File: config.mk
export PLATFORM = sky130hd
export DESIGN_NAME = pp_uart_tx
export DESIGN_NICKNAME = d
export VERILOG_FILES = /design/src/rtl/pp_uart_pkg.sv /design/src/rtl/pp_uart_bit_timer.sv /design/src/rtl/pp_uart_tx.sv
export SDC_FILE = /design/constraint.sdc
export NUM_CORES = 1
export LEC_CHECK = 0
export BUFFER_PORTS_ARGS = -buffer_cell sky130_fd_sc_hd__buf_2
export CORE_MARGIN = 10
export CORE_UTILIZATION = 45
export CTS_BUF_LIST = sky130_fd_sc_hd__clkbuf_2
export CTS_CLUSTER_DIAMETER = 200
export CTS_CLUSTER_SIZE = 20
export DETAILED_ROUTE_END_ITERATION = 8
export GPL_TIMING_DRIVEN = 0
export HOLD_SLACK_MARGIN = 0.12
export PLACE_DENSITY_LB_ADDON = 0.08
export SLEW_MARGIN = 20
export SYNTH_ARGS = -nofsm -noshare
export SYNTH_HDL_FRONTEND = slang
export SYNTH_SLANG_ARGS = --single-unit
File: constraint.sdc
create_clock -name clk -period 3.4 [get_ports clk]
set_input_delay 0 -clock clk [delete_from_list [all_inputs] [get_ports clk]]
set_output_delay 0 -clock clk [all_outputs]
set_load 0.005 [all_outputs]
File: src/rtl/pp_uart_pkg.sv
// pp_uart_pkg: shared constants, FSM encoding and helpers for the pp_uart
// transmitter and receiver.
package pp_uart_pkg;

    // Baud ticks per bit period; pp_uart_baud produces a 16x tick
    localparam int unsigned UART_OVS_DEFAULT = 16;

    // Frame data width defaults and limits
    localparam int unsigned UART_DW_DEFAULT  = 8;
    localparam int unsigned UART_DW_MAX      = 8;

    // Counter widths: tick counter covers OVS up to 16, bit counter covers DW up to 8
    localparam int unsigned TICK_CNT_W       = 4;
    localparam int unsigned BIT_CNT_W        = 4;

    // Serial frame FSM encoding, shared with the receiver
    typedef enum logic [2:0] {
        StIdle   = 3'd0,
        StStart  = 3'd1,
        StData   = 3'd2,
        StParity = 3'd3,
        StStop   = 3'd4
    } uart_state_e;

    // Parity over a zero-extended data word; zero padding leaves the XOR unchanged
    function automatic logic uart_parity(input logic [UART_DW_MAX-1:0] data,
                                         input logic                   odd);
        return (^data) ^ odd;
    endfunction

endpackage

File: src/rtl/pp_uart_bit_timer.sv
// pp_uart_bit_timer: counts baud ticks within one bit period and strobes the
// bit boundary (last tick) and the bit centre (used by the receiver to sample).
module pp_uart_bit_timer
    import pp_uart_pkg::*;
#(
    parameter int unsigned OVS = UART_OVS_DEFAULT
) (
    input  logic clk,
    input  logic rst,
    input  logic clear,
    input  logic baud_clk,
    input  logic en,
    output logic bit_end,
    output logic bit_mid
);

    localparam logic [TICK_CNT_W-1:0] LastTick = TICK_CNT_W'(OVS - 1);
    localparam logic [TICK_CNT_W-1:0] MidTick  = TICK_CNT_W'(OVS / 2 - 1);

    logic [TICK_CNT_W-1:0] cnt_q;
    logic [TICK_CNT_W-1:0] cnt_d;
    logic                  tick;

    // A tick only counts while enabled and not being cleared
    assign tick = en && baud_clk && !clear;

    // Next tick count: wrap to zero on the last tick of a bit
    always_comb begin
        cnt_d = cnt_q;
        if (clear) begin
            cnt_d = '0;
        end else if (tick) begin
            cnt_d = (cnt_q == LastTick) ? '0 : cnt_q + TICK_CNT_W'(1);
        end
    end

    // Strobes are decoded from the count before the tick is applied
    always_comb begin
        bit_end = tick && (cnt_q == LastTick);
        bit_mid = tick && (cnt_q == MidTick);
    end

    // Tick counter register
    always_ff @(posedge clk or negedge rst) begin
        if (!rst) begin
            cnt_q <= '0;
        end else begin
            cnt_q <= cnt_d;
        end
    end

endmodule

File: src/rtl/pp_uart_tx.sv
// pp_uart_tx: UART transmit serializer. Accepts one word per valid/ready
// handshake and sends start, DW data bits LSB-first, optional parity and one
// or two stop bits on txd, timed by the 16x baud_clk tick from pp_uart_baud.
// Optional feature: define PP_UART_TX_PARITY_EN to add the parity_odd input
// and the parity bit.
module pp_uart_tx
    import pp_uart_pkg::*;
#(
    parameter int unsigned OVS = UART_OVS_DEFAULT,
    parameter int unsigned DW  = UART_DW_DEFAULT
) (
    input  logic          clk,
    input  logic          rst,
    input  logic          soft_rst,
    input  logic          baud_clk,
    input  logic          stop2,
`ifdef PP_UART_TX_PARITY_EN
    input  logic          parity_odd,
`endif
    input  logic [DW-1:0] tx_data,
    input  logic          tx_valid,
    output logic          tx_ready,
    output logic          tx_busy,
    output logic          tx_done,
    output logic          txd
);

    uart_state_e          state_q;
    uart_state_e          state_d;
    logic [DW-1:0]        shift_q;
    logic [DW-1:0]        shift_d;
    logic [BIT_CNT_W-1:0] bit_cnt_q;
    logic [BIT_CNT_W-1:0] bit_cnt_d;
    logic                 stop2_q;
    logic                 stop2_d;
`ifdef PP_UART_TX_PARITY_EN
    logic                 par_q;
    logic                 par_d;
`endif
    logic                 txd_q;
    logic                 txd_d;
    logic                 done_q;
    logic                 done_d;

    logic                 xfer;
    logic                 bit_end;
    logic                 timer_clear;
    logic                 timer_en;
    logic                 last_data;
    logic                 last_stop;
    logic                 unused_bit_mid;

    assign xfer      = tx_valid && tx_ready;
    assign last_data = (bit_cnt_q == BIT_CNT_W'(DW - 1));
    // Stop phase is counted in bit periods: one, or two when stop2 was latched
    assign last_stop = (bit_cnt_q == BIT_CNT_W'(stop2_q));

    // Timer is held at zero while idle so a tick in the transfer cycle is ignored
    assign timer_clear = !soft_rst || (state_q == StIdle);
    assign timer_en    = (state_q != StIdle);

    pp_uart_bit_timer #(
        .OVS (OVS)
    ) u_bit_timer (
        .clk      (clk),
        .rst      (rst),
        .clear    (timer_clear),
        .baud_clk (baud_clk),
        .en       (timer_en),
        .bit_end  (bit_end),
        .bit_mid  (unused_bit_mid)
    );

    // FSM state register; soft_rst aborts any frame in progress
    always_ff @(posedge clk or negedge rst) begin
        if (!rst) begin
            state_q <= StIdle;
        end else if (!soft_rst) begin
            state_q <= StIdle;
        end else begin
            state_q <= state_d;
        end
    end

    // FSM next-state: each non-idle phase ends on a bit boundary
    always_comb begin
        state_d = state_q;
        unique case (state_q)
            StIdle: begin
                if (xfer) begin
                    state_d = StStart;
                end
            end
            StStart: begin
                if (bit_end) begin
                    state_d = StData;
                end
            end
            StData: begin
                if (bit_end && last_data) begin
`ifdef PP_UART_TX_PARITY_EN
                    state_d = StParity;
`else
                    state_d = StStop;
`endif
                end
            end
            StParity: begin
                if (bit_end) begin
                    state_d = StStop;
                end
            end
            StStop: begin
                if (bit_end && last_stop) begin
                    state_d = StIdle;
                end
            end
            default: begin
                state_d = StIdle;
            end
        endcase
    end

    // Datapath next-state: latch word and options on transfer, shift per data bit
    always_comb begin
        shift_d   = shift_q;
        stop2_d   = stop2_q;
        bit_cnt_d = bit_cnt_q;
`ifdef PP_UART_TX_PARITY_EN
        par_d     = par_q;
`endif
        if (xfer) begin
            shift_d = tx_data;
            stop2_d = stop2;
`ifdef PP_UART_TX_PARITY_EN
            par_d   = uart_parity(UART_DW_MAX'(tx_data), parity_odd);
`endif
        end else if ((state_q == StData) && bit_end) begin
            shift_d = shift_q >> 1;
        end

        // Bit counter restarts at every phase change
        if (state_d != state_q) begin
            bit_cnt_d = '0;
        end else if (bit_end) begin
            bit_cnt_d = bit_cnt_q + BIT_CNT_W'(1);
        end
    end

    // Datapath registers
    always_ff @(posedge clk or negedge rst) begin
        if (!rst) begin
            shift_q   <= '0;
            stop2_q   <= 1'b0;
            bit_cnt_q <= '0;
`ifdef PP_UART_TX_PARITY_EN
            par_q     <= 1'b0;
`endif
        end else if (!soft_rst) begin
            shift_q   <= '0;
            stop2_q   <= 1'b0;
            bit_cnt_q <= '0;
`ifdef PP_UART_TX_PARITY_EN
            par_q     <= 1'b0;
`endif
        end else begin
            shift_q   <= shift_d;
            stop2_q   <= stop2_d;
            bit_cnt_q <= bit_cnt_d;
`ifdef PP_UART_TX_PARITY_EN
            par_q     <= par_d;
`endif
        end
    end

    // Outputs: handshake/status from state, serial bit from the upcoming state
    always_comb begin
        tx_ready = (state_q == StIdle);
        tx_busy  = (state_q != StIdle);
        done_d   = (state_q == StStop) && (state_d == StIdle);
        txd_d    = 1'b1;
        unique case (state_d)
            StStart: begin
                txd_d = 1'b0;
            end
            StData: begin
                txd_d = shift_d[0];
            end
            StParity: begin
`ifdef PP_UART_TX_PARITY_EN
                txd_d = par_q;
`else
                txd_d = 1'b1;
`endif
            end
            default: begin
                txd_d = 1'b1;
            end
        endcase
    end

    // Registered serial line and end-of-frame pulse
    always_ff @(posedge clk or negedge rst) begin
        if (!rst) begin
            txd_q  <= 1'b1;
            done_q <= 1'b0;
        end else if (!soft_rst) begin
            txd_q  <= 1'b1;
            done_q <= 1'b0;
        end else begin
            txd_q  <= txd_d;
            done_q <= done_d;
        end
    end

    assign txd     = txd_q;
    assign tx_done = done_q;

endmodule

# ---- Word-level counts from Yosys, hierarchy flattened
# Index checks and enable logic that the tools add are counted.
dict set report totals {
  mem_bits_ro 0
  reg_bits 22
  out_inout_bits 4
  memories 0
  wordCells 59
  ram_bits 0
  latch_bits 0
  inputBits 14
}
dict set report op_classes {
  bitwise 0
  order_cmp 0
  n_eq_ne 13
  n_div 0
  reduce_logical 15
  shift 0
  mux 21
  multipliers 0
  n_addsub 2
}
# op n
set op_table {}
lappend op_table {{$mux 4} 6}
lappend op_table {{$mux 8} 3}
lappend op_table {{$mux 3} 6}
lappend op_table {{$pmux 3 s5} 1}
lappend op_table {{$eq 3x2->1 const B} 3}
lappend op_table {{$add 4x1->4 const B} 2}
lappend op_table {{$logic_and 1x1->1} 8}
lappend op_table {{$eq 3x1->1 const B} 2}
lappend op_table {{$logic_not 3->1} 2}
lappend op_table {{$ne 3x1->1 const B} 2}
lappend op_table {{$eq 4x1->1} 1}
lappend op_table {{$eq 4x3->1 const B} 1}
lappend op_table {{$eq 4x4->1 const B} 1}
lappend op_table {{$mux 1} 4}
lappend op_table {{$eq 3x3->1 const B} 1}
lappend op_table {{$ne 3x3->1} 1}
lappend op_table {{$reduce_bool 3->1} 1}
lappend op_table {{$logic_not 1->1} 2}
lappend op_table {{$ne 2x1->1 const B} 1}
lappend op_table {{$pmux 1 s2} 1}
lappend op_table {{$reduce_bool 2->1} 1}
lappend op_table {{$logic_or 1x1->1} 1}

# ---- Depth between registers and ports, before layout
dict set report logic_depth {
  depth_word 11
  mapped_depth 7
  depth_no_buf 6
}

# ---- Hierarchy
# From an unflattened synthesis, not the netlist that was laid out.
dict set report hier_totals {
  cells_unflattened 122
  area_unflattened_um2 1221.2
}
# mod n_inst cells_each area_each_um2 seq_area_each_um2
set by_module_without_submodules {}
lappend by_module_without_submodules {pp_uart_tx 1 98 999.7 451.7}
lappend by_module_without_submodules {pp_uart_bit_timer 1 24 221.5 100.1}

# ---- Worst setup path after synthesis
# OpenSTA, ideal clock, no wires.
dict set report synth_timing {
  path_kind {register -> register}
  from {register u_bit_timer.cnt_q[0]}
  to {register txd_q (netlist: txd)}
  stages_incl_launch_ff 8
  setup_slack_ns 1.581
  setup_ns 0.088
  required_time_ns 3.312
  synth_period_minus_slack_ns 1.819
  n_path_buf 1
  arrival_time_ns 1.731
  cell_sequence {dfrtp_1 -> ha_1 -> and4_1 -> buf_6 -> nand4_4 -> mux2i_1 -> a31oi_1 -> or3_1}
}
dict set report synth_via {
  elab_chain_len 8
  elab_cells_between_ends 16
  cone_classes {3 x eq/ne; 9 x mux; 4 x reduce/logical}
}
# item line_no
set synth_rtl {}
lappend synth_rtl {{start, declared} pp_uart_bit_timer.sv:20} ;# logic [TICK_CNT_W-1:0] cnt_q;
lappend synth_rtl {{start signal, assigned} pp_uart_bit_timer.sv:48} ;# cnt_q <= cnt_d;
lappend synth_rtl {{$eq 4x4->1 *} pp_uart_bit_timer.sv:39} ;# bit_end = tick && (cnt_q == LastTick);
lappend synth_rtl {{$logic_and 1x1->1 *} pp_uart_bit_timer.sv:39}
lappend synth_rtl {{$logic_and 1x1->1 (on tied branches)} {pp_uart_tx.sv:114, pp_uart_tx.sv:100}}
lappend synth_rtl {{$mux 3 (on tied branches)} {pp_uart_tx.sv:114, pp_uart_tx.sv:100}}
lappend synth_rtl {{$pmux 3 s5} pp_uart_tx.sv:88} ;# unique case (state_q)
lappend synth_rtl {{$eq 3x2->1 or $eq 3x1->1 (tied branches)} pp_uart_tx.sv:182} ;# unique case (state_d)
lappend synth_rtl {{$pmux 1 s2 *} pp_uart_tx.sv:182}
lappend synth_rtl {{$mux 1 *} pp_uart_tx.sv:207} ;# end else if (!soft_rst) begin
lappend synth_rtl {{end signal, assigned} pp_uart_tx.sv:211} ;# txd_q <= txd_d;
lappend synth_rtl {{end, declared} pp_uart_tx.sv:40} ;# logic txd_q;
# Every way passes the cells marked *; elsewhere a longest branch is shown, timed or not. The select of a mux whose other input is x is not followed.
# A chain may end at the register's enable or synchronous reset.

# ---- Worst setup path in the final report
dict set report layout_timing {
  from {register state_q[2]}
  to {register stop2_q}
}
dict set report layout_via {
  elab_chain_len 3
}
# item line_no
set layout_rtl {}
lappend layout_rtl {{start, declared} pp_uart_tx.sv:28} ;# uart_state_e state_q;
lappend layout_rtl {{start signal, assigned} pp_uart_tx.sv:77} ;# state_q <= StIdle;
lappend layout_rtl {{start signal, assigned} pp_uart_tx.sv:79} ;# state_q <= StIdle;
lappend layout_rtl {{start signal, assigned} pp_uart_tx.sv:81} ;# state_q <= state_d;
lappend layout_rtl {{$logic_not 3->1} pp_uart_tx.sv:178} ;# tx_ready = (state_q == StIdle);
lappend layout_rtl {{$logic_and 1x1->1} pp_uart_tx.sv:53} ;# assign xfer = tx_valid && tx_ready;
lappend layout_rtl {{$ne 2x1->1 (no source line)} --}
lappend layout_rtl {{end signal, assigned} pp_uart_tx.sv:168} ;# stop2_q <= stop2_d;
lappend layout_rtl {{end, declared} pp_uart_tx.sv:34} ;# logic stop2_q;
# Every way passes these cells.

==> flow_metrics.py <==
metrics = {
    "outcome": {
        "outcome": "finished clean",
    },
    "grt": {
        "track_usage_pct": 11.19,
        "grt_max_degree": 14,
        "grt_pass1_vias": 1101,
        "grt_overflow_total": 0,
        "antenna_found_initial": 0,
        "grt_pass1_wl_um": 4795,
    },
    "synth": {
        "synthesis.nets": 136,
        "yosysTopAreaCell": "dfrtp_1",
        "yosysWarningCount": 0,
        "synth_area_mm2": 0.001234,
        "synthCells": 120,
        "ys_types": 34,
        "synth-seq-area-share_pct": 44.73,
        "synth_top_area_share_pct": 42.60,
        "synth_area_per_cell_um2": 10.28,
        "synthTopCellsByArea": "dfrtp_1 43%, mux2i_1 8.1%, o211a_1 6.5%",
        "yosys_register_bits": 22,
    },
    "die": {
        "rows": 18,
        "core_area_mm2": 0.002545,
        "die_y_um": 72.36,
        "die_w_um": 72.36,
        "ioPinCount": 18,
        "start_util_pct": 48.48,
        "die-area_mm2": 0.005236,
    },
    "setup_path": {
        "required_ps": 3690,
        "max_stage_delay_ps": 570,
        "arrival_ps": 2640,
        "crit_fanout": 9,
        "cp_common_cell": "dlygate4sd3_1",
        "crit_path_cell_trace": "buf_6 > nor3_2 > nand3_1 > dlygate4sd3_1 > a21boi_0 > dlygate4sd3_1",
        "slowest_stage": "dlygate4sd3_1",
        "cp-start-kind": "flop",
        "crit_path_end_kind": "flop",
        "criticalPathCategory": "reg -> reg",
    },
    "cells_and_area": {
        "n_antenna_cell": 0,
        "final_common_cell": "dlygate4sd3_1",
        "final_nets": 181,
        "layout_common_cells": "23 x dlygate4sd3_1, 21 x dfrtp_1, 17 x buf_2",
        "drive_above_1_share_pct": 18.90,
        "area_growth_pct": 32.25,
    },
    "sta": {
        "rsz0062_at_grt": "no",
        "setup_ws_ps": 1044,
        "hold_slack_ps": 156.4,
        "fin_worst_skew_ps": 16.93,
        "hold_violations": 0,
        "setup_viol": 0,
        "tightest_slew_ps": 628.4,
        "finalSetupTns_ps": 0,
        "drv_slew": 0,
        "slew_headroom_pct": 57.78,
        "finalCriticalPeriod_ps": 2356,
        "fmax_ghz": 0.4245,
        "fin_crit_sh_pct": 69.29,
    },
    "clocking": {
        "numCtsBuffers": 3,
        "clock-sinks": 22,
        "clkTransAtPathRegs_ps": 230,
        "cts_root_buf": "clkbuf_2",
        "h-tree-depth": 1,
        "post-cts-setup-buffers": 0,
        "clkLatencyLatePin_ps": 340,
        "clk_path_buf_depth": 2,
        "cts_tree": "done",
    },
    "detailed_routing": {
        "vias_per_cell": 5.314,
        "ant_nets": 0,
        "drt_first_pass_iters": 4,
        "drc": 0,
        "first_iter_violations": 54,
        "post_drt_wl_per_cell_um": 14.16,
        "drt-total-wl_um": 2747,
        "vias": 1031,
    },
    "placed_design": {
        "place.gp.congestion": 0.8636,
        "hpwl_um": 1822,
        "dpl_worst_slack_ps": 1389,
        "numPortBuffers": 17,
    },
    "pwr": {
        "vdd.ir_drop.worst_uv": 223.1,
        "power_density_mw_per_mm2": 337.5,
        "p_leak_nw": 0.8598,
    },
    "min_path": {
        "worstHoldPathType": "in -> reg",
    },
    "flow_run": {
        "max_cap_viol_count": 0,
    },
}
-- flip-flops by register name, indices dropped and copies added, names as in the netlist --
signal             cells
shift_q                8
bit_cnt_q              4
u_bit_timer.cnt_q      4
state_q                3
stop2_q                1
tx_done                1
txd                    1
-- layer usage --
layer  track usage (%)  vias up  wire length [um]  part of all wire (%)
met1             12.50      485              1264                    46
met5                 0        -                 0                     0
met2             19.63       20              1325                    48
met4             4.731        0                46                   1.7
li1                  -      522                 -                     -
met3             2.721        4               111                   4.0
-- cell type report --
cell class,count,area [um2]
tap,30,37.54
inverter,4,15.01
fill,216,913.4
buffer,7,66.31
clock buffer,3,15.01
sequential,22,551.8
timing repair buffer,40,315.3
multi-input combinational,87,600.6
clock inverter,1,30.03
-- repair_timing --
item / in CTS / in global routing
resized for setup: 0 / 0
hold buffers: 23 / 0
hold endpoints to repair: 35 / 0
-- per-stage QoR --
step	instances	utilization, %	instance area, um2	power, W
after floorplan	120	-	1234	0.0003214
after global placement	167	53.29	1356	0.0003455
after detailed placement	167	53.29	1356	0.0003472
after CTS	194	64.11	1632	0.0005563
after global routing	194	64.11	1632	0.0005798
final	194	64.11	1632	0.0005507
-- worst max-delay path, delay by kind of cell, from the launching register on --
kind            cells  cell delay (ps)
buf+inv             3             1280
simple gates        2              460
flops               1              420
compound gates      1              150
-- final timing paths --
kind                                   start            to  slack [ps]  cells past startpoint
worst min-delay path                tx_valid    state_q[0]         160                      4
worst max register to register    state_q[2]       stop2_q        1040                      6
worst min register to register  bit_cnt_q[3]  bit_cnt_q[3]         600                      2
max in group asynchronous                rst    shift_q[5]        1630                      4
worst max-delay path              state_q[2]       stop2_q        1040                      6
min in group asynchronous                rst    state_q[1]         550                      3
-- cells in the mapped netlist --
| master | instances |
|---|---|
| dfrtp_1 | 21 |
| nand2_1 | 14 |
| mux2i_1 | 10 |
| nor2_1 | 9 |
| o211a_1 | 8 |
| nand3_1 | 6 |
| a21oi_1 | 4 |
| buf_6 | 4 |
| inv_1 | 4 |
| o21ai_0 | 3 |
| o31ai_1 | 3 |
| xnor2_1 | 3 |
| a21boi_0 | 2 |
| and2_1 | 2 |
| and4_1 | 2 |
| clkbuf_1 | 2 |
| ha_1 | 2 |
| nand4_1 | 2 |
| nor3_1 | 2 |
| or3_1 | 2 |
| xor2_1 | 2 |
| a311oi_1 | 1 |
| a31oi_1 | 1 |
| a32o_1 | 1 |
| and2_2 | 1 |
| and3_1 | 1 |
| and3b_1 | 1 |
| clkbuf_8 | 1 |
| dfstp_2 | 1 |
| nand2_2 | 1 |
| nand4_4 | 1 |
| nor3_2 | 1 |
| nor4_1 | 1 |
| o22ai_1 | 1 |
-- report_power, final --
part | internal [W] | leakage (nW) | switching, W | total [W]
registers | 0.000273 | 0.296 | 0.00000510 | 0.000278
logic | 0.0000464 | 0.538 | 0.0000406 | 0.0000870
clock network | 0.000101 | 0.0266 | 0.0000842 | 0.000186
-- cell families after synthesis --
group           count (synthesis)  synth area share, %
compound gates                 24                14.91
simple gates                   46                20.08
buf+inv                        11                6.592
xor+xnor                        5                3.550
flops                          22                44.73
fa+ha+maj                       2                2.028
mux                            10                8.114
(Power assumes the default switching activity.)
